### src/rtl/spi_rx_pack_buf.sv
// Packet buffer between an Ethernet UDP client and an SPI slave: fills one packet,
// holds it for the slave to read byte by byte, then releases it for the next one.
module spi_rx_pack_buf #(
  parameter int AW = 9
) (
  input  logic          clk,
  input  logic          rst,
  input  logic          eth_strobe,
  input  logic [7:0]    eth_data,
  input  logic          eth_start,
  input  logic          eth_commit,
  input  logic          eth_abort,
  output logic          pack_read_ready,
  output logic [AW-1:0] input_packet_len,
  input  logic          pack_read_strobe,
  output logic [7:0]    pack_data_in,
  input  logic          pack_read_done,
  output logic [7:0]    drop_count
);

  localparam int DEPTH = 1 << AW;
  localparam logic [AW-1:0] ADDR_ONE = 1;

  localparam logic [1:0] IDLE  = 2'd0;
  localparam logic [1:0] FILL  = 2'd1;
  localparam logic [1:0] READY = 2'd2;

  logic [1:0]    state, state_n;
  logic [AW-1:0] wr_addr, wr_addr_n;
  logic [AW-1:0] rd_addr, rd_addr_n;
  logic [AW-1:0] len_n;
  logic          ovf, ovf_n;
  logic          drop;
  logic          we;
  logic [AW-1:0] wa;

  logic [7:0]    mem [DEPTH];
  logic [7:0]    rd_data_p1;
  logic          oor_p1;

  function automatic logic [7:0] sat_inc(input logic [7:0] v);
    return (v == 8'hFF) ? v : v + 8'd1;
  endfunction

  always_comb begin
    state_n   = state;
    wr_addr_n = wr_addr;
    rd_addr_n = rd_addr;
    len_n     = input_packet_len;
    ovf_n     = ovf;
    drop      = 1'b0;
    we        = 1'b0;
    wa        = wr_addr;
    case (state)
      IDLE: begin
        if (eth_strobe && eth_start) begin
          we        = 1'b1;
          wa        = '0;
          wr_addr_n = ADDR_ONE;
          ovf_n     = 1'b0;
          state_n   = FILL;
        end
      end
      FILL: begin
        if (eth_strobe && eth_start) begin
          we        = 1'b1;
          wa        = '0;
          wr_addr_n = ADDR_ONE;
          ovf_n     = 1'b0;
          drop      = 1'b1;
        end else if (eth_abort) begin
          state_n = IDLE;
          drop    = 1'b1;
        end else begin
          // The last address is never written so the length always fits in AW bits.
          if (eth_strobe) begin
            if (ovf || wr_addr == '1) begin
              ovf_n = 1'b1;
            end else begin
              we        = 1'b1;
              wr_addr_n = wr_addr + ADDR_ONE;
            end
          end
          if (eth_commit) begin
            if (ovf_n) begin
              state_n = IDLE;
              drop    = 1'b1;
            end else if (wr_addr_n != '0) begin
              len_n     = wr_addr_n;
              rd_addr_n = '0;
              state_n   = READY;
            end
          end
        end
      end
      READY: begin
        if (eth_strobe && eth_start) drop = 1'b1;
        if (pack_read_done) begin
          state_n   = IDLE;
          rd_addr_n = '0;
        end else if (pack_read_strobe) begin
          rd_addr_n = rd_addr + ADDR_ONE;
        end
      end
      default: state_n = IDLE;
    endcase
  end

  always_ff @(posedge clk) begin
    if (rst) begin
      state            <= IDLE;
      pack_read_ready  <= 1'b0;
      input_packet_len <= '0;
      rd_addr          <= '0;
      wr_addr          <= '0;
      ovf              <= 1'b0;
      drop_count       <= 8'h00;
      oor_p1           <= 1'b1;
    end else begin
      state            <= state_n;
      pack_read_ready  <= (state_n == READY);
      input_packet_len <= len_n;
      rd_addr          <= rd_addr_n;
      wr_addr          <= wr_addr_n;
      ovf              <= ovf_n;
      if (drop) drop_count <= sat_inc(drop_count);
      oor_p1           <= (rd_addr >= input_packet_len);
    end
  end

  // Read stage p1: registered block-RAM read, bytes past the packet end read as zero.
  always_ff @(posedge clk) begin
    if (we) mem[wa] <= eth_data;
    rd_data_p1 <= mem[rd_addr];
  end

  assign pack_data_in = oor_p1 ? 8'h00 : rd_data_p1;

endmodule

### config.mk
export PLATFORM = sky130hd
export DESIGN_NAME = spi_rx_pack_buf
export DESIGN_NICKNAME = d
export VERILOG_FILES = /design/src/rtl/spi_rx_pack_buf.sv
export SDC_FILE = /design/constraint.sdc
export NUM_CORES = 2
export LEC_CHECK = 0
export ABC_CLOCK_PERIOD_IN_PS = 3900
export CAP_MARGIN = 20
export CORE_UTILIZATION = 25
export DETAILED_ROUTE_END_ITERATION = 8
export GPL_TIMING_DRIVEN = 1
export PLACE_DENSITY = 0.47
export SLEW_MARGIN = 0
export SYNTH_ARGS = -nofsm -noshare
export SYNTH_HDL_FRONTEND = slang
export SYNTH_SLANG_ARGS = --single-unit
### constraint.sdc
create_clock -name clk -period 3.9 [get_ports clk]
set_input_delay 1.17 -clock clk [delete_from_list [all_inputs] [get_ports clk]]
set_output_delay 1.17 -clock clk [all_outputs]
set_load 0.05 [all_outputs]
* Word-level counts from Yosys, hierarchy flattened
Memories as Yosys holds them, arrays and structs flattened. A register that Yosys moved wholly into a read port is not among the register bits.
Cells that the tools add are included.
** Operators by class
- Add/sub/neg operators :: 3
- Order comparisons :: 1
- Eq/ne operators :: 13
- Muxes and demuxes :: 50
- Bitwise logic cells :: 4
- Reduce and logical (&&, ||, !) cells :: 11
** Operators with widths (number)
- $mux W9 :: 17
- $pmux W9 S2 :: 2
- $mux W1 :: 19
- $add A9 B1 Y9 const B :: 2
- $mux W2 :: 7
- $ne A2 B2 Y1 const B :: 6
- $eq A9 B9 Y1 const B :: 1
- $ge A9 B9 Y1 :: 1
- $reduce_bool A9 Y1 :: 1
- $add A8 B1 Y8 const B :: 1
- $eq A8 B8 Y1 const B :: 1
- $mux W8 :: 1
- $reduce_and A7 Y1 :: 1
- $ne A3 B3 Y1 const B :: 2
- $pmux W1 S2 :: 3
- $pmux W2 S3 :: 1
- $reduce_and A6 Y1 :: 1
- $eq A2 B2 Y1 const B :: 2
- $not A1 Y1 :: 4
- $reduce_bool A2 Y1 :: 2
- $reduce_and A3 Y1 :: 1
- $eq A2 B1 Y1 const B :: 1
- $logic_not A2 Y1 :: 1
- $reduce_and A2 Y1 :: 1
- other kinds (3) :: 3
** Word-level totals
- Register bits after elaboration :: 40
- RAM bits :: 4096
- Input bits :: 16
- Memories :: 1
** Memory list
- mem :: depth 512, width 8, rd ports 1, clocked after Yosys merged registers in 1, write ports 1, line 37 : logic [7:0] mem [DEPTH];

* Depth between registers and ports, before layout
- Word-level depth :: 15
- Depth in mapped cells :: 15
- Depth with buffers taken out :: 12

* Least setup slack after synthesis
Ideal clock, no wire load.
- Kind :: reg-to-reg
- From :: register wr_addr[0]
- To :: memory mem[427][0], enable pin
- Library setup time :: 370 ps
- Arrival time :: 3039 ps
- Slack :: 491 ps
- Stages on the path, launching flop included :: 13
- Path buffers :: 2
- Period minus slack after synthesis :: 3409 ps
- Path through :: dfxtp_1 ha_1 and3_1 and3_1 ha_1 or3b_1 clkbuf_1 nor2_1 nand2_1 nor3b_1 nand2_1 clkbuf_1 nor2_1
** On the way
- Word-level cells in the longest chain between the ends :: 9
- Elaborated cells on any way between the ends :: 11
- Those cells by class :: eq/ne: 1; mux: 9; reduce/logical: 1
** Ends and longest elaborated chain
- from (decl) :: line 29 : logic [AW-1:0] wr_addr, wr_addr_n;
- from (signal assigned) :: line 124 : wr_addr <= wr_addr_n;
- $eq A9 B9 Y1 :: line 77 : if (ovf || wr_addr == '1) begin
- $logic_or A1 B1 Y1 :: line 77
- $mux W1 :: line 77
- $mux W1 :: line 76 : if (eth_strobe) begin
- $mux W1 :: line 71 : end else if (eth_abort) begin
- $mux W1 :: line 65 : if (eth_strobe && eth_start) begin
- $pmux W1 S2 :: line 54 : case (state)
- $mux W1 :: line 133 : if (we) mem[wa] <= eth_data;
- $mux W1 (implied by the code) :: line 133
- to (decl) :: line 37
Parallel ways exist; a longest one is shown, timed or not.

==> reports/results.ini <==
[setup_path]
cp-start-kind = flip-flop
path_delay_family = simple AND/OR/NAND/NOR gates
rr_startpoint = rd_addr[0]$_SDFFE_PP0P_
end_kind = flip-flop
critPathMaxStageDelay_ns = 0.60
reg2reg_depth = 12
critPathRequiredTime_ns = 4.75
critPathArrivalTime_ns = 4.78
rrSetupSlack_ns = -0.03
worstPathBufferInverterCount = 5
critPathMaxFanout = 12
r2r_end = rd_data_p1[1]$_DFF_P_
cp_slowest_cell = or4_4
path_class = flip-flop to flip-flop
cp_cell_sequence = buf_12 > bufbuf_16 > mux4_2 > mux2i_1 > buf_4 > nor2_1 > or4_1 > a221oi_1 > buf_4 > a311oi_1 > buf_12 > or4_4

[pwr]
powerDensity_nw_per_um2 = 463
ir_worst_vdd_mv = 0.362
leakage_nw = 62.3

[routing]
drc = 0
dr.first_iter.drc_count = 8286
routed_wl_mm = 492
routedWlPerCell_um = 27.0
vias = 83600
drt_pre_antenna_iters = 6
ant_nets = 0
routed_via_density = 4.59

[timing]
slew_violations = 0
finalHoldViolCount = 0
min_period_over_period = 1.01
fin_crit_ns = 3.93
fmax_ghz = 0.254
finalSetupViolCount = 2
timing.final.ws_setup_ns = -0.0322
slew_headroom = 0.160
rsz0062_at_grt = yes
worst_slew_pin_slew_ns = 1.26
skew_ns = 0.0490

[clock_tree]
cts_tree = yes
clockBufferDepth = 4
htree_levels = 5
cts.sinks = 4144
cts_inserted_buffers = 421
root_buffer = clkbuf_16
cts.clk_slew.worst_paths_ns = 0.06
clk_latency_ns = 1.01

[finish]
stdcell_count = 18200
nFillCells = 61800
multi_input_area_um2 = 34900
nets = 9309
seq_area_um2 = 124000
drive_gt1_frac = 0.344
area_delta_synth_final_pct = 24.0

[synth]
synth_seq_area_share = 0.771
ys.flop_type = edfxtp_1
synth_cell_types = 62
synth_top_family_by_area = multiplexers
synth_nets = 7703
yosys.area_share.adder = 0.00132
yosys_warnings = 0
netlist_instances = 7670
netlist_area_um2 = 161000
synth_seq_cells = 4144
synth-xor-area-share = 0.000926
synth-edff-count = 4096
async_flop_share = 0
synth-simple-area-share = 0.0242
synth_area_per_cell_um2 = 21.0
synth-compound-area-share = 0.0352
synthMuxAreaShare = 0.152

[floorplan]
die_h_um = 804
io-pin-count = 42
die-area_um2 = 646000
core_area_um2 = 641000
die_width_um = 804
num_rows = 294
start_util = 0.251

[global_route]
grtUsageTotal = 0.148
grt_pass1_wl_mm = 688
grt_max_degree = 138
globalRoute.totalOverflow = 0
antenna_found_initial = 22
grt_pass1_vias = 87600

[hold_path]
hold_path_class = flip-flop to flip-flop
hold_depth = 2
hold_start = input_packet_len[2]$_SDFFE_PP0P_
min_to = input_packet_len[2]$_SDFFE_PP0P_

[run_status]
violations = negative setup slack
status = complete, but fails checks

[placed_design]
io_buffers = 41
place.gp.congestion = 0.851
place_hpwl_mm = 330
place_worst_setup_slack_ns = -0.515
dp.cells = 17400

[run]
maxCapViolCount = 0

worst register-to-register path, cell delays in order (launching register included):
cell and delay, ns:
dfxtp_4 0.37, buf_12 0.16, bufbuf_16 0.38, mux4_2 0.58, mux2i_1 0.18, buf_4 0.13, nor2_1 0.07, or4_1 0.53
a221oi_1 0.27, buf_4 0.21, a311oi_1 0.09, buf_12 0.20, or4_4 0.60
cells in the mapped netlist (8+ instances only):
cell type / count / share of area
o21ai_0: 86 / 0.0027
o211ai_1: 19 / 0.00089
nor4_1: 17 / 0.00066
xor2_1: 9 / 0.00049
clkbuf_1: 282 / 0.0066
a221o_1: 44 / 0.0027
inv_1: 13 / 0.00030
a211oi_1: 36 / 0.0017
nor3_1: 71 / 0.0022
mux2i_1: 388 / 0.024
o22ai_1: 9 / 0.00035
buf_2: 66 / 0.0021
nand2_1: 86 / 0.0020
a21o_1: 8 / 0.00037
a22o_1: 30 / 0.0016
ha_1: 17 / 0.0013
nand3_1: 18 / 0.00056
and3_1: 11 / 0.00043
a21oi_1: 143 / 0.0045
a22oi_1: 145 / 0.0068
nand4_1: 8 / 0.00031
buf_4: 45 / 0.0021
buf_6: 48 / 0.0034
nand2b_1: 30 / 0.0012
o31ai_1: 40 / 0.0019
edfxtp_1: 4096 / 0.77
dfxtp_1: 48 / 0.0060
o21ai_1: 14 / 0.00044
and2_1: 8 / 0.00031
nor2_1: 593 / 0.014
or4_1: 13 / 0.00061
a221oi_1: 157 / 0.0086
mux4_2: 907 / 0.13
buf_1: 50 / 0.0012
nor2b_1: 22 / 0.00086
xnor2_1: 8 / 0.00044
kinds of logic after synthesis:
family	after synthesis
AO/OA/AOI/OAI	780
buffers and inverters	506
adder cells (fa/ha/maj)	17
flip-flops	4144
multiplexers	1302
AND/OR/NAND/NOR	904
XOR/XNOR	17
metrics by stage:
step,power [mW],hold WS [ns],TNS [ns],cell area [um^2],utilization
6_report,92.3,0.546,-0.0324,199000,0.311
5_1_grt,94.7,0.584,-0.111,199000,0.311
4_1_cts,93.2,0.552,-0.0281,199000,0.310
3_5_place_dp,52.2,0.537,-790.70,184000,0.288
3_3_place_gp,52.1,0.525,-1279.28,184000,0.288
2_1_floorplan,50.7,0.503,0,161000,-
where the power goes:
part / internal [mW] / switching, mW / leakage [nW] / total [mW]
Clock: 23.6 / 17.4 / 6.75 / 41.0
Sequential: 48.9 / 0.0129 / 37.2 / 48.9
Combinational: 0.787 / 1.50 / 18.4 / 2.29
Total: 73.3 / 18.9 / 62.3 / 92.3
final cells by class:
cell class / instances / share of cell area
sequential: 4144 / 0.622
multi-input combinational: 3020 / 0.175
timing repair buffer: 1674 / 0.0782
clock buffer: 494 / 0.0551
tap: 8584 / 0.0539
clock inverter: 285 / 0.0151
inverter: 15 / 0.000345
antenna: 6 / 0.0000753
flip-flops by register name, summed over array words and instances, names as in the netlist:
register	flops
oor_p1	1
rd_addr	9
ovf	1
rd_data_p1	8
pack_read_ready	1
wr_addr	9
state	2
input_packet_len	9
mem	4096
drop_count	8
worst max-delay path by stage:
stage	from	slack (ns)	cells past startpoint	endpoint
floorplan	wr_addr[0]$_SDFFE_PP0P_	0.49	12	mem[427][0]$_DFFE_PP_
global placement	eth_strobe	-0.64	11	mem[382][5]$_DFFE_PP_
detailed placement	rd_addr[0]$_SDFFE_PP0P_	-0.52	12	rd_data_p1[7]$_DFF_P_
CTS	rd_addr[0]$_SDFFE_PP0P_	-0.02	11	rd_data_p1[1]$_DFF_P_
global route	rd_addr[0]$_SDFFE_PP0P_	-0.05	12	rd_data_p1[0]$_DFF_P_
finish	rd_addr[0]$_SDFFE_PP0P_	-0.03	12	rd_data_p1[1]$_DFF_P_
metal layers:
metal / track usage / vias to the layer above / part of all wire
li1: - / 35400 / -
met1: 0.195 / 45100 / 0.42
met2: 0.254 / 2567 / 0.49
met3: 0.0219 / 606 / 0.055
met4: 0.0408 / 4 / 0.031
met5: 0 / - / 0.000065
placed cells by master (no fill, tap or decap), types with 12 or more instances in the layout:
master,n
a211oi_1,30
a21oi_1,140
a221o_1,44
a221oi_1,136
a221oi_2,20
a22o_1,30
a22oi_1,141
buf_12,206
buf_4,1401
buf_6,12
bufinv_16,52
clkbuf_1,63
clkbuf_16,430
clkdlybuf4s50_1,31
clkinv_1,91
clkinv_2,75
clkinv_4,12
clkinvlp_4,34
dfxtp_1,41
edfxtp_1,4096
ha_1,17
inv_1,13
mux2i_1,385
mux4_2,907
nand2_1,69
nand2_4,15
nand2b_1,29
nand3_1,17
nor2_1,575
nor2_2,12
nor2b_1,20
nor3_1,63
nor4_1,15
o211ai_1,19
o21ai_0,83
o21ai_1,14
o31ai_1,40
repair_timing:
item | in CTS | in global routing
hold buffers | 0 | 0
gates resized for setup | 58 | 43
gates cloned | 2 | 2
buffers inserted | 15 | 12
hold endpoints to repair | 0 | 0
pin swaps | 1 | 3
setup endpoints to repair | 41 | 20
No activity file was read; power rests on OpenSTA's default activity.
